[src/rtl/re_demapper.sv]
// re_demapper: pulls DMRS comb and data REs of one allocation out of the resource grid,
// symbol by symbol, presenting them with a fixed two-cycle read latency.
module re_demapper #(
  parameter int FFT_Len  = 18,
  parameter int Total_Sc = 1200
) (
  input  logic                      CLK_RE,
  input  logic                      RST_RE,
  input  logic                      Start,
  input  logic [10:0]               N_sc,
  input  logic [6:0]                N_rb,
  input  logic [3:0]                Sym_Start,
  input  logic [3:0]                Sym_End,
  input  logic                      Grid_Ready,
  output logic                      Rd_en,
  output logic [10:0]               Rd_addr,
  output logic [3:0]                Rd_sym,
  input  logic signed [FFT_Len-1:0] Rd_I,
  input  logic signed [FFT_Len-1:0] Rd_Q,
  output logic signed [FFT_Len-1:0] DMRS_I,
  output logic signed [FFT_Len-1:0] DMRS_Q,
  output logic                      DMRS_Valid,
  output logic [9:0]                DMRS_Idx,
  output logic signed [FFT_Len-1:0] Data_I,
  output logic signed [FFT_Len-1:0] Data_Q,
  output logic                      Data_Valid,
  output logic [10:0]               Data_Idx,
  output logic [3:0]                Data_Sym,
  output logic                      Busy,
  output logic                      Sym_Done,
  output logic                      Demap_Done,
  output logic                      Cfg_Err
);
  typedef enum logic [1:0] {IDLE, WAIT_SYM, READ, DRAIN} state_t;
  state_t r_state, w_next;
  logic [10:0] r_nsc;
  logic [11:0] r_last;
  logic [3:0]  r_sym_start, r_sym_end;
  logic        r_drain;
  logic        r_rd_en;
  logic [10:0] r_rd_addr;
  logic [3:0]  r_rd_sym;
  logic        r_busy, r_cfg_err;
  logic        r_p_vld, r_p_dmrs, r_p_last, r_p_fin;
  logic [10:0] r_p_idx;
  logic [3:0]  r_p_sym;
  logic signed [FFT_Len-1:0] r_dmrs_i, r_dmrs_q, r_data_i, r_data_q;
  logic        r_dmrs_vld, r_data_vld, r_sym_done, r_demap_done;
  logic [9:0]  r_dmrs_idx;
  logic [10:0] r_data_idx;
  logic [3:0]  r_data_sym;
  logic [11:0] w_last_in, w_last_addr;
  logic        w_cfg_bad, w_accept, w_dmrs, w_last_rd, w_final, w_p_dmrs, w_p_data;
  assign w_last_in   = {1'b0, N_sc} + 12'(N_rb) * 12'd12;
  assign w_cfg_bad   = (N_rb == 7'd0) || (w_last_in > 12'(Total_Sc)) || (Sym_End <= Sym_Start);
  assign w_accept    = Start && (r_state == IDLE) && !w_cfg_bad;
  assign w_dmrs      = r_rd_sym == r_sym_start;
  assign w_last_addr = r_last - (w_dmrs ? 12'd2 : 12'd1);
  assign w_last_rd   = r_rd_en && ({1'b0, r_rd_addr} == w_last_addr);
  assign w_final     = r_rd_sym == r_sym_end;
  assign w_p_dmrs    = r_p_vld && r_p_dmrs;
  assign w_p_data    = r_p_vld && !r_p_dmrs;
  always_ff @(posedge CLK_RE)
    if (RST_RE) r_state <= IDLE;
    else        r_state <= w_next;
  always_comb begin
    w_next = r_state;
    case (r_state)
      IDLE:     w_next = w_accept ? WAIT_SYM : IDLE;
      WAIT_SYM: w_next = Grid_Ready ? READ : WAIT_SYM;
      READ:     w_next = w_last_rd ? DRAIN : READ;
      DRAIN:    w_next = r_drain ? (w_final ? IDLE : WAIT_SYM) : DRAIN;
      default:  w_next = IDLE;
    endcase
  end
  always_ff @(posedge CLK_RE) begin
    if (RST_RE) begin
      r_nsc <= '0; r_last <= '0; r_sym_start <= '0; r_sym_end <= '0; r_drain <= 1'b0;
      r_rd_en <= 1'b0; r_rd_addr <= '0; r_rd_sym <= '0; r_busy <= 1'b0; r_cfg_err <= 1'b0;
      r_p_vld <= 1'b0; r_p_dmrs <= 1'b0; r_p_last <= 1'b0; r_p_fin <= 1'b0; r_p_idx <= '0; r_p_sym <= '0;
      r_dmrs_i <= '0; r_dmrs_q <= '0; r_data_i <= '0; r_data_q <= '0;
      r_dmrs_vld <= 1'b0; r_data_vld <= 1'b0; r_sym_done <= 1'b0; r_demap_done <= 1'b0;
      r_dmrs_idx <= '0; r_data_idx <= '0; r_data_sym <= '0;
    end else begin
      r_cfg_err <= Start && (r_state == IDLE) && w_cfg_bad;
      if (w_accept) begin
        r_nsc       <= N_sc;
        r_last      <= w_last_in;
        r_sym_start <= Sym_Start;
        r_sym_end   <= Sym_End;
        r_rd_sym    <= Sym_Start;
      end else if (r_state == DRAIN && r_drain && !w_final) r_rd_sym <= r_rd_sym + 4'd1;
      r_drain <= (r_state == DRAIN) && !r_drain;
      r_busy  <= w_next != IDLE;
      r_rd_en <= w_next == READ;
      if (r_state == WAIT_SYM && Grid_Ready) r_rd_addr <= r_nsc;
      else if (r_rd_en && !w_last_rd)        r_rd_addr <= r_rd_addr + (w_dmrs ? 11'd2 : 11'd1);
      // stage 1 tracks the read issued this cycle; its sample arrives next cycle
      r_p_vld  <= r_rd_en;
      r_p_dmrs <= w_dmrs;
      r_p_idx  <= r_rd_addr - r_nsc;
      r_p_sym  <= r_rd_sym;
      r_p_last <= w_last_rd;
      r_p_fin  <= w_last_rd && w_final;
      r_dmrs_vld   <= w_p_dmrs;
      r_data_vld   <= w_p_data;
      r_dmrs_i     <= w_p_dmrs ? Rd_I : '0;
      r_dmrs_q     <= w_p_dmrs ? Rd_Q : '0;
      r_data_i     <= w_p_data ? Rd_I : '0;
      r_data_q     <= w_p_data ? Rd_Q : '0;
      r_dmrs_idx   <= w_p_dmrs ? r_p_idx[10:1] : '0;
      r_data_idx   <= w_p_data ? r_p_idx : '0;
      r_data_sym   <= r_p_sym;
      r_sym_done   <= r_p_last;
      r_demap_done <= r_p_fin;
    end
  end
  assign Rd_en      = r_rd_en;
  assign Rd_addr    = r_rd_addr;
  assign Rd_sym     = r_rd_sym;
  assign DMRS_I     = r_dmrs_i;
  assign DMRS_Q     = r_dmrs_q;
  assign DMRS_Valid = r_dmrs_vld;
  assign DMRS_Idx   = r_dmrs_idx;
  assign Data_I     = r_data_i;
  assign Data_Q     = r_data_q;
  assign Data_Valid = r_data_vld;
  assign Data_Idx   = r_data_idx;
  assign Data_Sym   = r_data_sym;
  assign Busy       = r_busy;
  assign Sym_Done   = r_sym_done;
  assign Demap_Done = r_demap_done;
  assign Cfg_Err    = r_cfg_err;
endmodule
[config.mk]
export PLATFORM = sky130hd
export DESIGN_NAME = re_demapper
export DESIGN_NICKNAME = d
export VERILOG_FILES = /design/src/rtl/re_demapper.sv
export SDC_FILE = /design/constraint.sdc
export NUM_CORES = 1
export LEC_CHECK = 0
export BUFFER_PORTS_ARGS = -buffer_cell sky130_fd_sc_hd__buf_2
export CAP_MARGIN = 5
export CORE_MARGIN = 3
export CORE_UTILIZATION = 50
export CTS_CLUSTER_SIZE = 25
export DETAILED_ROUTE_END_ITERATION = 6
export GPL_ROUTABILITY_DRIVEN = 0
export GPL_TIMING_DRIVEN = 0
export PLACE_DENSITY = 0.85
export SLEW_MARGIN = 25
export SYNTH_ARGS = -nofsm -noshare
export SYNTH_HDL_FRONTEND = slang
export SYNTH_SLANG_ARGS = --single-unit
[constraint.sdc]
create_clock -name CLK_RE -period 7.5 [get_ports CLK_RE]
set_input_delay 1.5 -clock CLK_RE [delete_from_list [all_inputs] [get_ports CLK_RE]]
set_output_delay 1.5 -clock CLK_RE [all_outputs]
set_load 0.01 [all_outputs]
==> impl_metrics.tcl <==
set metrics [dict create \
    status "finished clean" \
    drc_errors 0 \
    ys_seq_area_share_pct 47.07 \
    crit_type "primary input to flip-flop" \
    setup_viol 0 \
    dr_total_vias 6054 \
    p_per_area_nw_per_um2 270.0 \
    critPathCaptureType "flip-flop" \
    hold_class "flip-flop to flip-flop" \
    intPower_mw 1.680 \
    async_flop_share_pct 0 \
    path_max_fanout 10 \
    fin_worst_skew_ps 8.919 \
    grt_pass1_wl_mm 28.70 \
    drive_gt1_share_pct 25.29 \
    yosys_register_bits 170 \
    antenna_found_initial 0 \
    rr_startpoint "Rd_sym[0]$_SDFFE_PP0P_" \
    startpoint_type "primary input" \
    viasPerCell 5.325 \
    tightest_slew_ps 722.3 \
    grt_max_degree 17 \
    pwr-share-seq_pct 40.5 \
    drt-total-wl_mm 17.85 \
    cpMostUsedCell "ha_1" \
    ant_nets 0 \
    crit_start "N_rb[0]" \
    fmax_mhz 199.7 \
    synth_top_area_cell "dfxtp_1" \
    grtUsageTotal_pct 22.36 \
    cts_buffers 17 \
    wire_per_inst_um 15.70 \
    die-area_um2 15940 \
    dp_hpwl_mm 13.89 \
    grt_pass1_vias 5847 \
    clock_sinks 170 \
    critPathBufInv 2 \
    peakVddDrop_mv 0.1602 \
    dr_wl_met2_mm 9.083 \
    port_buffers 184 \
    yosys-top-cells-count "170 x dfxtp_1, 93 x and2_1, 43 x a21oi_1" \
    clockPowerShare_pct 35.9 \
    cts_tree "done" \
    num_rows 43 \
    hold_slack_ps 425.9 \
    num_io_pins 185 \
    die_x_um 126.3 \
    rsz0062_at_grt "false" \
    crit_end "r_last[9]$_SDFFE_PP0P_" \
    reg2reg_depth 11 \
    post_cts_buffers 0 \
    p_comb_share_pct 23.6 \
    syn_area_per_cell_um2 9.745 \
    cp.depth 15 \
    fin_crit_sh_pct 66.78 \
    timing.rr.end "Rd_addr[6]$_SDFFE_PP0P_" \
    cts_buffer_depth 2 \
    worst_slew_margin_rel_pct 51.62 \
    fin_setup_tns_ps 0 \
    root_buffer "clkbuf_16" \
    cp_slowest_cell "a31oi_1" \
    synth_edf_count 0 \
    nets 1054 \
    synth.area.top_cells "dfxtp_1 47%, and2_1 8.0%, ha_1 6.6%" \
    maxCapViolations 0 \
    critical-path-top-delay-family "compound AO/OA/AOI/OAI gates" \
    dieHeight_um 126.3 \
    leakagePower_nw 4.077 \
    critPathMaxStageDelay_ps 580 \
    synthDominantCellAreaShare_pct 47.07 \
    arrival_ps 5350 \
    required_ps 7840 \
    slew_viol_final 0 \
    period_needed_ps 5008 \
    syn_nets 851 \
    rrSetupSlack_ps 3640 \
    yosysMostFrequentCell "dfxtp_1" \
    synthFlopType "dfxtp_1" \
    dr_wl_met3_mm 1.171 \
    worstSkewPairLatency_ps 420 \
    clk_pin_slew_worst_paths_ps 70 \
    synth_cell_type_count 64 \
    drt_iter0_drc 341 \
    path_cells "buf_2 -> ha_1 -> fa_1 -> a21o_1 -> a21oi_1 -> xnor2_1 -> ha_1 -> and3_1 -> a22o_1 -> o41ai_1 -> xor2_1 -> a31oi_1 -> clkbuf_1 -> nor2_1 -> a211oi_1" \
    power.share.switching_pct 30.59 \
    cts_resized 0 \
    start_util_pct 51.69 \
    dr.pass1.iters 5 \
    top_layer "met4" \
    htreeDepth 4 \
    hold_buffers 0 \
    wl_met1_mm 7.275 \
    diodes 0 \
    grt_overflow 0 \
    netlist_instances 742 \
    syn_area_um2 7231 \
    p_switching_uw 740.4 \
    ys_warn_count 0 \
    syn2layout_area_growth_pct 23.97 \
    coreArea_um2 13990 \
    hold_viol 0 \
]
[flip-flops by register name, indices dropped and copies added, names as in the netlist, 10 cells and up]
register  count
Data_I       18
r_last       10
Rd_addr      11
r_nsc        11
Data_Q       18
DMRS_Idx     10
r_p_idx      11
DMRS_I       18
DMRS_Q       18
Data_Idx     11
[layout by cell type (no fill, tap or decap), drive strengths merged, types with 3 or more instances in the layout]
cell / synthesis / layout
nor2: 38 / 38
nand3: 35 / 35
o41ai: 3 / 3
o21ai: 41 / 41
a31oi: 7 / 7
xor2: 13 / 13
nand2: 12 / 12
or4: 4 / 4
clkbuf: 33 / 51
clkinvlp: 0 / 3
fa: 5 / 5
nand2b: 6 / 6
o211ai: 6 / 6
nor3: 12 / 12
xnor2: 23 / 23
ha: 38 / 38
or3: 8 / 8
a211oi: 10 / 10
a311oi: 10 / 10
and2: 93 / 93
and3: 6 / 6
buf: 2 / 186
inv: 34 / 40
nand4: 8 / 8
nor2b: 19 / 19
a21oi: 43 / 43
nor3b: 9 / 9
nor4: 5 / 5
o311ai: 3 / 3
dfxtp: 170 / 170
o31ai: 5 / 5
a21o: 14 / 14
[through the flow]
step / area, µm² / power (mW) / utilization [%] / setup WS (ps) / std cells
floorplan: 7231 / 1.421 / - / 2821 / 742
global placement: 8377 / 1.544 / 59.88 / 2246 / 1106
detailed placement: 8377 / 1.564 / 59.88 / 2144 / 1106
CTS: 8964 / 2.428 / 64.08 / 2582 / 1137
global route: 8964 / 2.537 / 64.08 / 2319 / 1137
finish: 8964 / 2.420 / 64.08 / 2492 / 1137
[worst min-delay path by stage]
| stage | slack, ps | startpoint | to | cells past startpoint |
|---|---|---|---|---|
| 6_report | 430 | r_p_idx[0]$_SDFF_PP0_ | Data_Idx[0]$_SDFF_PP0_ | 1 |
| 5_1_grt | 450 | r_p_fin$_SDFF_PP0_ | Demap_Done$_SDFF_PP0_ | 1 |
| 4_1_cts | 430 | r_p_idx[0]$_SDFF_PP0_ | Data_Idx[0]$_SDFF_PP0_ | 1 |
| 3_5_place_dp | 410 | r_p_idx[0]$_SDFF_PP0_ | Data_Idx[0]$_SDFF_PP0_ | 1 |
| 3_3_place_gp | 420 | r_p_idx[0]$_SDFF_PP0_ | Data_Idx[0]$_SDFF_PP0_ | 1 |
| 2_1_floorplan | 410 | r_p_idx[0]$_SDFF_PP0_ | Data_Idx[0]$_SDFF_PP0_ | 1 |
[worst register-to-register path, cell delays in order, from the launching register on]
cell	delay, ps
dfxtp_1	520
xnor2_1	170
nand4_1	380
ha_1	380
fa_1	410
nor3b_1	190
o41ai_1	540
o32ai_4	210
o31ai_4	410
buf_6	190
o21ai_0	90
a311oi_1	280
[cell families (layout without fill, tap and decap cells)]
| logic type | Yosys count | in the layout | synth area share [%] |
|---|---|---|---|
| and+or+nand+nor | 265 | 265 | 21.32 |
| AOI/OAI and AO/OA | 156 | 156 | 14.21 |
| adders and majority gates | 43 | 43 | 7.960 |
| DFF | 170 | 170 | 47.07 |
| xor gates and xnor gates | 36 | 36 | 4.361 |
| muxes | 2 | 2 | 0.2942 |
| buffers and inverters | 70 | 285 | 4.793 |
[layout make-up]
class / count / area, µm²
fillers: 1117 / 5025
multi-input cells: 502 / 3481
flip-flops and latches: 170 / 3403
repair buffers: 184 / 920.9
clock buffers: 18 / 429.2
well taps: 180 / 225.2
plain buffers: 36 / 219.0
clock inverters: 13 / 157.7
inverters: 34 / 127.6
[routing by layer]
layer,track usage (%),up-vias
met3,5.216,25
li1,-,3002
met4,7.192,0
met1,25.49,2819
met5,0,-
met2,41.13,208
[power by group through the flow]
| stage | Combinational [mW] | Sequential [mW] | Clock [mW] |
|---|---|---|---|
| global placement | 0.546 | 0.998 | 0 |
| floorplan | 0.426 | 0.995 | 0 |
| CTS | 0.568 | 0.980 | 0.881 |
| finish | 0.570 | 0.980 | 0.870 |
| global route | 0.634 | 0.986 | 0.918 |
| detailed placement | 0.564 | 1.00 | 0 |
Power figures use the tool's default switching activity.
